==> src/rtl/tl_master_port.sv <==
// tl_master_port: TileLink-UL initiator with one outstanding transaction.
// A single-beat request becomes a Get, PutFullData or PutPartialData on
// channel A. The matching channel D response is returned on the rsp port.
// Source IDs roll over, and a response timeout abandons a transaction
// whose response never arrives.
module tl_master_port #(
   parameter int TL_ADDR_BITS   = 32,
   parameter int TL_DATA_BYTES  = 4,
   parameter int TL_SIZE_BITS   = 3,
   parameter int TL_SOURCE_BITS = 4,
   parameter int TL_SINK_BITS   = 2,
   parameter int TIMEOUT_CYCLES = 1024
) (
   input  logic                         clk,
   input  logic                         rst,
   // processor-side request
   input  logic                         req_valid,
   output logic                         req_ready,
   input  logic                         req_write,
   input  logic                         req_full,
   input  logic [TL_ADDR_BITS-1:0]      req_addr,
   input  logic [TL_SIZE_BITS-1:0]      req_size,
   input  logic [TL_DATA_BYTES-1:0]     req_wmask,
   input  logic [TL_DATA_BYTES*8-1:0]   req_wdata,
   // processor-side response
   output logic                         rsp_valid,
   input  logic                         rsp_ready,
   output logic [TL_DATA_BYTES*8-1:0]   rsp_rdata,
   output logic                         rsp_error,
   // channel A
   output logic                         a_valid,
   input  logic                         a_ready,
   output logic [2:0]                   a_opcode,
   output logic [2:0]                   a_param,
   output logic [TL_SIZE_BITS-1:0]      a_size,
   output logic [TL_SOURCE_BITS-1:0]    a_source,
   output logic [TL_ADDR_BITS-1:0]      a_address,
   output logic [TL_DATA_BYTES-1:0]     a_mask,
   output logic [TL_DATA_BYTES*8-1:0]   a_data,
   // channel D
   input  logic                         d_valid,
   output logic                         d_ready,
   input  logic [3:0]                   d_opcode,
   input  logic [1:0]                   d_param,
   input  logic [TL_SIZE_BITS-1:0]      d_size,
   input  logic [TL_SOURCE_BITS-1:0]    d_source,
   input  logic [TL_SINK_BITS-1:0]     d_sink,
   input  logic                         d_denied,
   input  logic [TL_DATA_BYTES*8-1:0]   d_data,
   // status
   output logic                         busy,
   output logic                         err_unexpected,
   output logic                         err_timeout
);

   localparam logic [2:0] TL_A_GET           = 3'd4;
   localparam logic [2:0] TL_A_PUTFULL       = 3'd0;
   localparam logic [2:0] TL_A_PUTPARTIAL    = 3'd1;
   localparam logic [3:0] TL_D_ACCESSACK     = 4'd0;
   localparam logic [3:0] TL_D_ACCESSACKDATA = 4'd1;

   // Last timer value of D_WAIT before giving up. It is unused when the timeout is disabled.
   localparam logic [15:0] TIMER_LAST = (TIMEOUT_CYCLES == 0) ? 16'd0 : 16'(TIMEOUT_CYCLES - 1);

   typedef enum logic [1:0] {
      ST_IDLE   = 2'd0,
      ST_A_SEND = 2'd1,
      ST_D_WAIT = 2'd2,
      ST_RESP   = 2'd3
   } state_t;

   state_t                        state_r;
   logic [2:0]                    opcode_r;
   logic [TL_ADDR_BITS-1:0]       addr_r;
   logic [TL_SIZE_BITS-1:0]       size_r;
   logic [TL_DATA_BYTES-1:0]      mask_r;
   logic [TL_DATA_BYTES*8-1:0]    data_r;
   logic [TL_SOURCE_BITS-1:0]     src_cnt_r;
   logic [TL_SOURCE_BITS-1:0]     cur_src_r;
   logic [15:0]                   timer_r;
   logic [TL_DATA_BYTES*8-1:0]    rsp_rdata_r;
   logic                          rsp_error_r;
   logic                          err_unexpected_r;
   logic                          err_timeout_r;

   logic                          is_get_s;
   logic [3:0]                    exp_d_opcode_s;
   logic                          d_match_s;
   logic                          timeout_s;
   logic                          unused_ok_s;

   // Expected D opcode for a given A opcode: reads return data, writes do not.
   function automatic logic [3:0] expected_d_opcode(input logic [2:0] a_op);
      logic [3:0] res;
      case (a_op)
         TL_A_GET: res = TL_D_ACCESSACKDATA;
         default:  res = TL_D_ACCESSACK;
      endcase
      return res;
   endfunction

   // Param, size and sink of channel D carry nothing this initiator needs.
   assign unused_ok_s = ^{d_param, d_size, d_sink};

   // Decide whether the current D beat belongs to us and whether the wait has expired.
   always_comb begin
      is_get_s       = 1'b0;
      exp_d_opcode_s = expected_d_opcode(opcode_r);
      d_match_s      = 1'b0;
      timeout_s      = 1'b0;
      if (opcode_r == TL_A_GET) begin
         is_get_s = 1'b1;
      end else begin
         is_get_s = 1'b0;
      end
      if (d_valid && (d_source == cur_src_r) && (d_opcode == exp_d_opcode_s)) begin
         d_match_s = 1'b1;
      end else begin
         d_match_s = 1'b0;
      end
      if ((TIMEOUT_CYCLES != 0) && (timer_r == TIMER_LAST)) begin
         timeout_s = 1'b1;
      end else begin
         timeout_s = 1'b0;
      end
   end

   // Transaction FSM: captures the request, runs channels A and D, and holds the response.
   always_ff @(posedge clk or posedge rst) begin
      if (rst) begin
         state_r          <= ST_IDLE;
         opcode_r         <= 3'd0;
         addr_r           <= '0;
         size_r           <= '0;
         mask_r           <= '0;
         data_r           <= '0;
         src_cnt_r        <= '0;
         cur_src_r        <= '0;
         timer_r          <= 16'd0;
         rsp_rdata_r      <= '0;
         rsp_error_r      <= 1'b0;
         err_unexpected_r <= 1'b0;
         err_timeout_r    <= 1'b0;
      end else begin
         err_unexpected_r <= 1'b0;
         err_timeout_r    <= 1'b0;
         case (state_r)
            ST_IDLE: begin
               // Any D beat here is stale, for example a response arriving after a timeout.
               if (d_valid) begin
                  err_unexpected_r <= 1'b1;
               end
               if (req_valid) begin
                  if (req_write) begin
                     opcode_r <= req_full ? TL_A_PUTFULL : TL_A_PUTPARTIAL;
                     data_r   <= req_wdata;
                  end else begin
                     opcode_r <= TL_A_GET;
                     data_r   <= '0;
                  end
                  addr_r    <= req_addr;
                  size_r    <= req_size;
                  mask_r    <= req_wmask;
                  cur_src_r <= src_cnt_r;
                  state_r   <= ST_A_SEND;
               end
            end
            ST_A_SEND: begin
               if (d_valid) begin
                  err_unexpected_r <= 1'b1;
               end
               if (a_ready) begin
                  src_cnt_r <= src_cnt_r + {{(TL_SOURCE_BITS-1){1'b0}}, 1'b1};
                  timer_r   <= 16'd0;
                  state_r   <= ST_D_WAIT;
               end
            end
            ST_D_WAIT: begin
               timer_r <= timer_r + 16'd1;
               if (d_match_s) begin
                  // A denied read carries no meaningful data, so it is zeroed like a put.
                  rsp_rdata_r <= (is_get_s && !d_denied) ? d_data : '0;
                  rsp_error_r <= d_denied;
                  state_r     <= ST_RESP;
               end else begin
                  if (d_valid) begin
                     err_unexpected_r <= 1'b1;
                  end
                  if (timeout_s) begin
                     rsp_rdata_r   <= '0;
                     rsp_error_r   <= 1'b1;
                     err_timeout_r <= 1'b1;
                     state_r       <= ST_RESP;
                  end
               end
            end
            ST_RESP: begin
               if (rsp_ready) begin
                  state_r <= ST_IDLE;
               end
            end
            default: begin
               state_r <= ST_IDLE;
            end
         endcase
      end
   end

   // Handshake outputs are pure decodes of the state register.
   assign req_ready = (state_r == ST_IDLE);
   assign a_valid   = (state_r == ST_A_SEND);
   assign d_ready   = (state_r != ST_RESP);
   assign rsp_valid = (state_r == ST_RESP);
   assign busy      = (state_r != ST_IDLE);

   assign a_opcode  = opcode_r;
   assign a_param   = 3'd0;
   assign a_size    = size_r;
   assign a_source  = cur_src_r;
   assign a_address = addr_r;
   assign a_mask    = mask_r;
   assign a_data    = data_r;

   assign rsp_rdata      = rsp_rdata_r;
   assign rsp_error      = rsp_error_r;
   assign err_unexpected = err_unexpected_r;
   assign err_timeout    = err_timeout_r;

endmodule

==> config.mk <==
export PLATFORM = sky130hd
export DESIGN_NAME = tl_master_port
export DESIGN_NICKNAME = d
export VERILOG_FILES = /design/src/rtl/tl_master_port.sv
export SDC_FILE = /design/constraint.sdc
export NUM_CORES = 1
export LEC_CHECK = 0
export ABC_AREA = 1
export BUFFER_PORTS_ARGS = -buffer_cell sky130_fd_sc_hd__clkbuf_2
export CORE_ASPECT_RATIO = 1.1
export CORE_MARGIN = 3
export CORE_UTILIZATION = 52
export CTS_CLUSTER_SIZE = 25
export DETAILED_ROUTE_END_ITERATION = 16
export GPL_TIMING_DRIVEN = 0
export PLACE_DENSITY = 0.82
export SYNTH_ARGS = -nofsm -noshare
export SYNTH_HDL_FRONTEND = slang
export SYNTH_SLANG_ARGS = --single-unit
export TNS_END_PERCENT = 100
==> constraint.sdc <==
create_clock -name clk -period 8.4 [get_ports clk]
set_input_delay 0.84 -clock clk [delete_from_list [all_inputs] [get_ports clk]]
set_output_delay 0.84 -clock clk [all_outputs]
set_load 0.01 [all_outputs]
**Yosys cells after proc, flatten, opt, wreduce, memory -nomap -nowiden**

Cells that the tools add are included.

- Flip-flop bits (word level): 135
- Input bits: 127
- Output and inout port bits: 121
- Word-level logic and storage cells: 67

- Add/sub/neg operators: 2
- Equality and inequality tests: 12
- Multiplexer cells: 26
- Reductions and logical operators: 14

Operators with widths:

| cell | number |
|---|---|
| $mux 32 | 4 |
| $pmux 16 s2 | 1 |
| $add 16x1->16 const B | 1 |
| $eq 16x10->1 const B | 1 |
| $mux 16 | 1 |
| $mux 1 | 12 |
| $mux 2 | 5 |
| $eq 4x4->1 | 2 |
| $pmux 2 s4 | 1 |
| $reduce_and 2->1 | 4 |
| $reduce_bool 2->1 | 3 |
| $add 4x1->4 const B | 1 |
| $eq 2x2->1 const B | 2 |
| $ne 2x1->1 const B | 2 |
| $ne 2x2->1 const B | 2 |
| $reduce_and 4->1 | 1 |
| $eq 3x3->1 const B | 1 |
| $logic_and 1x1->1 | 3 |
| $mux 3 | 1 |
| $ne 3x3->1 const B | 1 |
| $eq 2x1->1 const B | 1 |
| $logic_not 2->1 | 1 |
| $pmux 1 s2 | 1 |
| $reduce_or 2->1 | 1 |
| $logic_not 1->1 | 1 |

**Logic depth before layout (Yosys ltp)**

Gate-level depths: netlist of the first run.

- Word-level depth: 7
- Mapped depth: 11
- Depth with buffers taken out: 11

**Worst setup path before layout of the first run**

OpenSTA, ideal clock, no wires.

- Path type: input -> register
- Start point: in d_opcode[3]
- End point: reg rsp_rdata_r[10], in the netlist rsp_rdata[10]
- Setup time: 0.116 ns
- Arrival: 1.779 ns
- Required time: 8.284 ns
- Path slack: 6.505 ns
- Cell stages on the path: 8
- Path buffers: 1
- Path through: or2_1 nor2_1 nand3_1 nor2_4 o21ai_2 clkbuf_1 nand2_1 nand2_1

- Word-level cells in the longest chain between the ends: 5
- Elaborated cells between the ends (all ways): 6
- Those cells by class: eq/ne: 1; mux: 2; reduce/logical: 3

Ends and longest elaborated chain:

| what | line | RTL |
|---|---|---|
| start: declaration | 43 | `input logic [3:0] d_opcode,` |
| $eq 4x4->1 (*) | 116 | `if (d_valid && (d_source == cur_src_r) && (d_opcode == exp_d_opcode_s)) begin` |
| $logic_and 1x1->1 (*) | 116 |  |
| $mux 1 (*) | 116 |  |
| $reduce_bool 2->1 (no source line) | n/a |  |
| $reduce_and 2->1 (no source line) | n/a |  |
| end signal: assignment | 182 | `rsp_rdata_r <= (is_get_s && !d_denied) ? d_data : '0;` |
| end: declaration | 81 | `logic [TL_DATA_BYTES*8-1:0] rsp_rdata_r;` |

Every way passes the cells marked *; elsewhere a longest branch is shown, timed or not.
A chain may end at the register's enable or synchronous reset.

**Worst setup path after layout of the first run**

- Start point: reg state_r[0]
- End point: out busy

- Word-level cells in the longest chain between the ends: 1

Ends and longest elaborated chain:

| what | line | RTL |
|---|---|---|
| start: declaration | 72 | `state_t state_r;` |
| start signal: assignment | 131 | `state_r <= ST_IDLE;` |
| start signal: assignment | 165 | `state_r <= ST_A_SEND;` |
| start signal: assignment | 175 | `state_r <= ST_D_WAIT;` |
| $reduce_bool 2->1 | 214 | `assign busy = (state_r != ST_IDLE);` |
| end: declaration | 51 | `output logic busy,` |

No other way between the ends.

==> results of run 1 <==
-- power groups by stage --
| stage | sequential (µW) | clock, µW | combinational [µW] |
|---|---|---|---|
| global route | 1010 | 793 | 886 |
| global placement | 984 | 0 | 769 |
| floorplan | 1060 | 0 | 374 |
| detailed placement | 980 | 0 | 798 |
| CTS | 983 | 763 | 803 |
| finish | 985 | 755 | 793 |
-- layout make-up --
| type | instances | area, µm² |
|---|---|---|
| Fill cell | 877 | 3080 |
| Buffer | 30 | 158 |
| Sequential cell | 134 | 3350 |
| Tap cell | 147 | 184 |
| Inverter | 72 | 275 |
| Timing Repair Buffer | 237 | 1210 |
| Clock buffer | 18 | 439 |
| Multi-Input combinational cell | 462 | 2100 |
| Clock inverter | 14 | 161 |
-- final timing paths --
path	from	endpoint	slack [ps]
max	state_r[0]	busy	6120
min	rst	a_data[9]	470
min reg2reg	src_cnt_r[3]	src_cnt_r[3]	470
max in group asynchronous	rst	rsp_rdata[8]	7170
min in group clk	src_cnt_r[3]	src_cnt_r[3]	470
max reg2reg	state_r[0]	a_data[6]	6270
-- per-stage QoR --
stage	power, µW	setup WS [ps]	std cells	cell area (µm²)	hold slack (ps)
floorplan	1430	3980	698	5880	442
global placement	1750	2480	1081	7240	458
detailed placement	1780	6060	1082	7280	458
CTS	2550	6130	1114	7880	475
global route	2690	6080	1114	7880	496
finish	2530	6120	1114	7880	467
-- critical path, delay by kind of cell (launching register included) --
kind | cells | cell delay (ps)
DFF | 1 | 410
buffers and inverters | 3 | 370
adders and majority gates | 1 | 240
-- sequential cells by signal, indices dropped and copies added, names as in the netlist, 2 cells and up --
signal and count:
a_source 4, timer_r 16, src_cnt_r 4, a_data 32, a_opcode 2, a_size 3
state_r 2, a_address 32, a_mask 4, rsp_rdata 32
-- placed cells by master (no fill, tap or decap), drive strengths merged --
cell      count
conb          4
and3          1
clkinvlp      3
clkbuf      269
nand4         2
inv          80
a21oi         9
nor2         70
nand3        17
o22ai         2
o31ai         1
bufinv        2
xnor2         2
clkinv        1
or2           1
dfrtp       134
nand2       285
a22o         32
xor2          4
ha            6
nand3b        1
nor3          9
a31oi         1
o21a          1
buf          16
o21ai        13
a21boi        1
-- logic make-up after synthesis --
| family | after synthesis | share of synthesized area [%] |
|---|---|---|
| DFF | 134 | 57.2 |
| AOI/OAI and AO/OA | 60 | 7.49 |
| other | 1 | 0.0639 |
| buffers and inverters | 102 | 7.29 |
| and+or+nand+nor | 386 | 25.8 |
| xor gates and xnor gates | 6 | 0.896 |
| adders and majority gates | 6 | 1.28 |
-- routing by layer --
| layer | routed length [µm] | GRT usage, % | vias up |
|---|---|---|---|
| met2 | 7910 | 42.6 | 217 |
| met3 | 1440 | 8.81 | 27 |
| met5 | 9 | 0 | - |
| li1 | - | - | 2659 |
| met4 | 280 | 9.67 | 2 |
| met1 | 6450 | 32.0 | 2534 |
==> flow_summary.ini, run 1 <==
[die]
ioPinCount = 248
core_area_um2 = 11000
die-height_um = 117
die_x_um = 107
dieArea_um2 = 12600
start_util_pct = 53.5
row_count = 40

[clock_network]
hold_buffers = 0
cts.sink_count = 134
postCtsSetupBuffers = 0
cts_tree = built
cts_root_buf = clkbuf_16
cts.repair.resized = 0
clock_latency_ps = 420
h-tree-depth = 4
clk_path_buf_depth = 2
cts_buffers = 17
clk_pin_slew_ps = 60

[synthesis]
syn_area_um2 = 5870
synth_ff_type = dfrtp_1
seq_area_frac_synth_pct = 57.2
post-synth-top-count-cell = nand2_1
synth_cell_types = 33
yosys.area.top_type = dfrtp_1
netlist_instances = 695
yosys_warnings = 0
postSynthAreaPerCell_um2 = 8.44
ys_ff_latch = 134
synth_top_area_share_pct = 57.2
synth_async_sr_flop_share_pct = 100
synth-edff-count = 0
yosys-top-cells-area = dfrtp_1 (57%), nand2_1 (18%), a22o_1 (4.8%)
synth_commonest_cells = nand2_1 (284), dfrtp_1 (134), inv_1 (67), nor2_1 (67), a22o_1 (32)

[cells_and_area]
synthToLayoutAreaGrowth_pct = 34.3
diodes = 0
utilization_pct = 71.9
final_nets = 1087
layout-drive-gt1-share_pct = 30.4

[pwr]
leakage_uw = 0.00464
p_comb_share_pct = 31.3
seqPwrFrac_pct = 38.9
ir_drop_mv = 0.211
power_switching_uw = 909
p_clk_share_pct = 29.8
pwr_density_cell_nw_per_um2 = 322
netSwitchingFraction_pct = 35.9
p_int_uw = 1620

[timing]
worstMarginPinSlew_ps = 540
drv_slew = 0
period_share_pct = 27.1
tns_ps = 0
rsz0062_at_grt = false
finalHoldViolCount = 0
min_period_ps = 2280
setup_viol = 0
maxSlewHeadroom_pct = 64.0
finalClockSkew_ps = 9.71
fmax_mhz = 439

[global_route]
grt_pass1_wl_um = 25800
antenna_found_initial = 1
track_usage_pct = 26.1
grt_start_max_net_pins = 79
grt_pass1_vias = 5411
grt_overflow = 0

[detailed_routing]
firstDrtPassIters = 5
wl_per_cell_um = 14.4
route.detailed.drc = 0
vias = 5439
drt_iter0_markers = 355
vias_per_cell = 4.88
detail-route-antenna-nets = 0
drt-total-wl_um = 16100

[setup_path]
setup.worst_path.end_class = output port
required_ps = 7560
cp_slowest_cell = dfrtp_1
r2r_cells = 6
cp_max_fo = 4
cp_common_cell = inv_1
cp.arrival_ps = 1440
worstSetupPathType = reg2out
cp_cell_sequence = inv_1, ha_1, inv_1, clkbuf_2
cp-start-kind = flop
cpPeakStageDelay_ps = 410

[hold_path]
min_path_type = in2async

[placement]
port_buffers = 236
dpl.hpwl_um = 11700
place_congestion = 0.816

[flow_run]
cap_violations = 0

[run_status]
status = finished clean
Power figures use the tool's default switching activity.
==> run 2, diff against run 1 <==
--- a/config.mk
+++ b/config.mk
@@ -9,11 +9,11 @@
 export BUFFER_PORTS_ARGS = -buffer_cell sky130_fd_sc_hd__clkbuf_2
 export CORE_ASPECT_RATIO = 1.1
 export CORE_MARGIN = 3
-export CORE_UTILIZATION = 52
+export CORE_UTILIZATION = 48
 export CTS_CLUSTER_SIZE = 25
 export DETAILED_ROUTE_END_ITERATION = 16
 export GPL_TIMING_DRIVEN = 0
-export PLACE_DENSITY = 0.82
+export PLACE_DENSITY = 0.76
 export SYNTH_ARGS = -nofsm -noshare
 export SYNTH_HDL_FRONTEND = slang
 export SYNTH_SLANG_ARGS = --single-unit
==> constraint.sdc (replaced) <==
create_clock -name clk -period 2.1 [get_ports clk]
set_input_delay 0.21 -clock clk [delete_from_list [all_inputs] [get_ports clk]]
set_output_delay 0.21 -clock clk [all_outputs]
set_load 0.01 [all_outputs]
==> run 2 against run 1 <==
Effect of this change: power grew to 4.0 times the previous value; setup slack lost 5900 ps; clock-buffer cell count grew 1; die area grew 7.9%; routed wire length grew 5.0%; sequential share of layout area shrank 2.0 points; cell area grew 4.8%; hold slack lost 450 ps; combinational power grew to 4.1 times the previous value; clock power grew to 3.7 times the previous value; first-iteration DRC count shrank 1.7%.
==> flow_summary.ini, run 2 (synthesis gave the netlist of run 1 again) <==
[run_status]
status = finished clean

[hold_path]
hold_end = a_address[27]
holdPathStages = 3
min_path_type = in2reg
min-delay-start = req_addr[27]

[placement]
dp.cells = 1088
port_buffers = 236
dpl.hpwl_um = 12300
dp_slack_ps = 35.3
place_congestion = 0.886

[detailed_routing]
drt-total-wl_um = 16900
route.detailed.drc = 0
detail-route-antenna-nets = 0
wl_per_cell_um = 14.6
vias_per_cell = 4.79
vias = 5523
firstDrtPassIters = 4
drt_iter0_markers = 349

[global_route]
grt_pass1_wl_um = 27100
antenna_found_initial = 0
grt_pass1_vias = 5553
track_usage_pct = 25.3
grt_start_max_net_pins = 38
grt_overflow = 0

[setup_path]
r2r-end = timer_r[13]
setup.worst_path.end_class = flop
cp.arrival_ps = 2170
cp_max_fo = 8
reg2reg_from = state_r[0]
worstSetupPathType = reg2reg
required_ps = 2440
reg2reg_slack_ps = 260
r2r_cells = 11
cp-start-kind = flop

[timing]
worstMarginPinSlew_ps = 560
tns_ps = 0
min_period_ps = 1840
finalClockSkew_ps = 9.04
fin_ws_ps = 261
hold_slack_ps = 14.4
rsz0062_at_grt = false
period_share_pct = 87.6
drv_slew = 0
finalHoldViolCount = 0
maxSlewHeadroom_pct = 62.7
fmax_mhz = 544
setup_viol = 0

[clock_network]
h-tree-depth = 4
clk_path_buf_depth = 2
cts_tree = built
clk_pin_slew_ps = 60
cts_buffers = 17
clock_latency_ps = 410
cts.sink_count = 134
cts_root_buf = clkbuf_16

[cells_and_area]
diodes = 0
stdcell_count = 1153
synthToLayoutAreaGrowth_pct = 40.7
final_common_cell = nand2_1
final_nets = 1124
final_cell_mix = nand2_1 (284), clkbuf_2 (246), dfrtp_1 (134), inv_1 (66), nor2_1 (64)
layout-drive-gt1-share_pct = 30.9
num-fill-cells = 904

[die]
core_area_um2 = 11700
dieArea_um2 = 13600
die_x_um = 111
row_count = 41
ioPinCount = 248
die-height_um = 122
start_util_pct = 50.2

[flow_run]
cap_violations = 0

[pwr]
leakage_uw = 0.00482
ir_drop_mv = 0.791
pwr_density_cell_nw_per_um2 = 1210
finalPower_uw = 10000
-- run 2: routing by layer --
metal  track usage, %  wire (µm)  share of wire (%)
met2             43.0       8320                 49
met5                0          0                  0
met3             8.74       1370                8.1
met1             29.3       6650                 39
met4             11.0        554                3.3
-- run 2: layout make-up --
type                    instances  area (µm²)  area share, %
plain buffers                  30         173           2.09
clock buffers                  19         453           5.49
clock inverters                12         105           1.27
inverters                      72         274           3.32
multi-input cells             462        2110           25.5
flip-flops and latches        134        3350           40.6
well taps                     150         188           2.27
repair buffers                274        1600           19.4
-- run 2: worst max-delay path by stage --
stage | end | slack [ps] | from | cells past startpoint
after floorplan | a_address[0] | 220 | rst | 1
after global placement | a_address[16] | -630 | rst | 2
after detailed placement | a_source[0] | 40 | state_r[0] | 6
after CTS | a_source[0] | 10 | state_r[0] | 6
after global routing | timer_r[13] | 10 | state_r[0] | 11
final | timer_r[13] | 260 | state_r[0] | 11
-- run 2: repair_timing --
item	in CTS	in global routing
endpoints found under the setup margin	0	97
setup buffers	0	0
hold endpoints to repair	47	0
gates resized for setup	0	23
hold buffers	34	0
-- run 2: critical path, stage by stage (launching register included) --
cell and delay, ps:
dfrtp_1 410, inv_1 90, ha_1 140, clkbuf_4 200
inv_2 110, o21ai_2 160, nand2_1 100, nor2_2 130
nand2_1 130, o21ai_1 140, nand2_1 70, nor2_1 80
-- run 2: per-stage QoR --
step / util, % / cell area, µm²
after floorplan: - / 5880
after global placement: 62.0 / 7250
after detailed placement: 62.7 / 7330
after CTS: 70.4 / 8230
after global routing: 70.6 / 8260
final: 70.6 / 8260
-- run 2: power by group --
group | switching (µW) | leakage [µW] | internal, µW
clock network | 1100 | 0.000275 | 1680
registers | 546 | 0.00175 | 3400
logic | 1940 | 0.00279 | 1350
total | 3580 | 0.00482 | 6430
==> run 3, diff against run 2 <==
--- a/config.mk
+++ b/config.mk
@@ -7,13 +7,17 @@
 export LEC_CHECK = 0
 export ABC_AREA = 1
 export BUFFER_PORTS_ARGS = -buffer_cell sky130_fd_sc_hd__clkbuf_2
+export CELL_PAD_IN_SITES_DETAIL_PLACEMENT = 1
+export CELL_PAD_IN_SITES_GLOBAL_PLACEMENT = 1
 export CORE_ASPECT_RATIO = 1.1
 export CORE_MARGIN = 3
-export CORE_UTILIZATION = 48
+export CORE_UTILIZATION = 34
 export CTS_CLUSTER_SIZE = 25
 export DETAILED_ROUTE_END_ITERATION = 16
 export GPL_TIMING_DRIVEN = 0
 export PLACE_DENSITY = 0.76
+export REMOVE_ABC_BUFFERS = 1
+export SLEW_MARGIN = 20
 export SYNTH_ARGS = -nofsm -noshare
 export SYNTH_HDL_FRONTEND = slang
 export SYNTH_SLANG_ARGS = --single-unit
==> run 3 against run 2 <==
Effect of this change: core utilization is 18 points lower; clock skew shrank 0.99 ps; critical path depth decreased by 2; register-to-register slack lost 140 ps; non-clock buffer count rose by 2; clock power rose by 13%; flip-flop and latch count is the same; cell count up 7.3%; clock-buffer cell count down 1; first-iteration DRC count decreased by 23%; combinational power increased by 16%; setup slack worse by 140 ps; largest power group unchanged; highest routed layer is now met5.
==> flow_summary.ini, run 3 (synthesis gave the netlist of run 1 again) <==
[global_route]
grt_start_max_net_pins = 84
antenna_found_initial = 2
grt_pass1_vias = 6320
grt_pass1_wl_um = 35100
grt_overflow = 0
track_usage_pct = 23.8

[setup_path]
cp_max_fo = 46
worstSetupPathType = reg2reg
reg2reg_from = state_r[0]
cp-start-kind = flop
cp.arrival_ps = 2270
required_ps = 2390
crit_path_start = state_r[0]
setup.worst_path.end_class = flop
reg2reg_slack_ps = 120

[cells_and_area]
layout-drive-gt1-share_pct = 30.4
utilization_pct = 52.6
final_cell_mix = nand2_1 (281), clkbuf_2 (236), dfrtp_1 (133), inv_1 (65), nor2_1 (64)
final_nets = 1130
num-fill-cells = 1974
synthToLayoutAreaGrowth_pct = 48.9
stdcell_count = 1237
diodes = 0
final_common_cell = nand2_1

[hold_path]
min_path_type = in2reg
min-delay-start = req_wdata[21]

[clock_network]
clock_latency_ps = 420
h-tree-depth = 4
cts_buffers = 17
cts.sink_count = 134
cts_root_buf = clkbuf_16
clk_path_buf_depth = 2
cts_tree = built
clk_pin_slew_ps = 60

[pwr]
leakage_uw = 0.00492
pwr_density_cell_nw_per_um2 = 1260
ir_drop_mv = 0.666

[die]
start_util_pct = 35.3
ioPinCount = 248
row_count = 49
dieArea_um2 = 18900
die_x_um = 131
die-height_um = 144
core_area_um2 = 16600

[detailed_routing]
vias_per_cell = 4.72
drt_iter0_markers = 269
firstDrtPassIters = 4
wl_per_cell_um = 18.2
drt-total-wl_um = 22500
detail-route-antenna-nets = 0
route.detailed.drc = 0
vias = 5842

[placement]
dpl.hpwl_um = 13500
port_buffers = 236
place_congestion = 0.818
dp.cells = 1135

[timing]
maxSlewHeadroom_pct = 64.1
finalClockSkew_ps = 8.05
setup_viol = 0
period_share_pct = 94.2
drv_slew = 0
worstMarginPinSlew_ps = 537
min_period_ps = 1980
fmax_mhz = 505
hold_slack_ps = 22.8
finalHoldViolCount = 0

[run_status]
status = finished clean

[flow_run]
cap_violations = 0
## run 3: cell count changes in the layout (fill, tap and decap cells not counted), sizes merged
cell	delta
o21ai	+1
clkinvlp	+2
bufinv	+3
clkinv	-5
bufbuf	+1
dlygate4sd3	+23
clkbuf	-19
inv	+1
nor2	+1
nand2	+1
buf	-4
## run 3: critical path: stages (launching register included)
cell and delay (ps):
dfrtp_1 410, inv_1 140, ha_4 230, nand2_8 150
buf_16 210, inv_12 110, nand2_4 130, clkinvlp_4 110
buf_12 150, a22o_1 200
## run 3: final timing paths
path	endpoint	cells past startpoint
max in group asynchronous	state_r[1]	4
worst max register to register	a_data[10]	9
worst min register to register	a_mask[0]	2
worst max-delay path	a_data[10]	9
worst min-delay path	a_data[21]	2
min in group asynchronous	a_address[0]	3
## run 3: per-stage QoR
| step | setup WS (ps) | power, µW | cell area (µm²) | setup TNS, ps |
|---|---|---|---|---|
| 2_1_floorplan | -1690 | 5660 | 5720 | -301520 |
| 3_3_place_gp | -3520 | 7130 | 7190 | -671530 |
| 3_5_place_dp | -1080 | 7280 | 7270 | -41850 |
| 4_1_cts | 0.737 | 10800 | 8610 | 0 |
| 5_1_grt | -23.8 | 11600 | 8730 | -38.2 |
| 6_report | 121 | 11000 | 8730 | 0 |
## run 3: layer usage
layer | routed length (µm) | track usage, % | part of all wire, %
met4 | 516 | 8.07 | 2.3
met1 | 9450 | 29.1 | 42
met5 | 21 | 0 | 0.093
met3 | 1830 | 8.86 | 8.1
met2 | 10700 | 39.3 | 48
## run 3: repair_timing
action                                 4_1_cts  5_1_grt
setup endpoints to repair                  116       74
gates cloned                                 4        1
pin swaps                                    2        4
resized for setup                           13       12
hold buffers                                57        0
endpoints found under the hold margin      107        0
setup buffers                                5        5
## run 3: layout make-up
| type | count | area, µm² | share of cell area, % |
|---|---|---|---|
| tap | 229 | 287 | 3.28 |
| timing repair buffer | 306 | 1960 | 22.5 |
| timing repair inverter | 1 | 7.51 | 0.0859 |
| inverter | 72 | 294 | 3.37 |
| clock buffer | 18 | 429 | 4.91 |
| sequential | 134 | 3350 | 38.4 |
| multi-input combinational | 465 | 2220 | 25.4 |
| clock inverter | 12 | 179 | 2.05 |
## run 3: power by group
group | internal [µW] | total [µW] | switching [µW]
Sequential | 3400 | 4030 | 627
Clock | 1980 | 3130 | 1160
Combinational | 1540 | 3830 | 2290
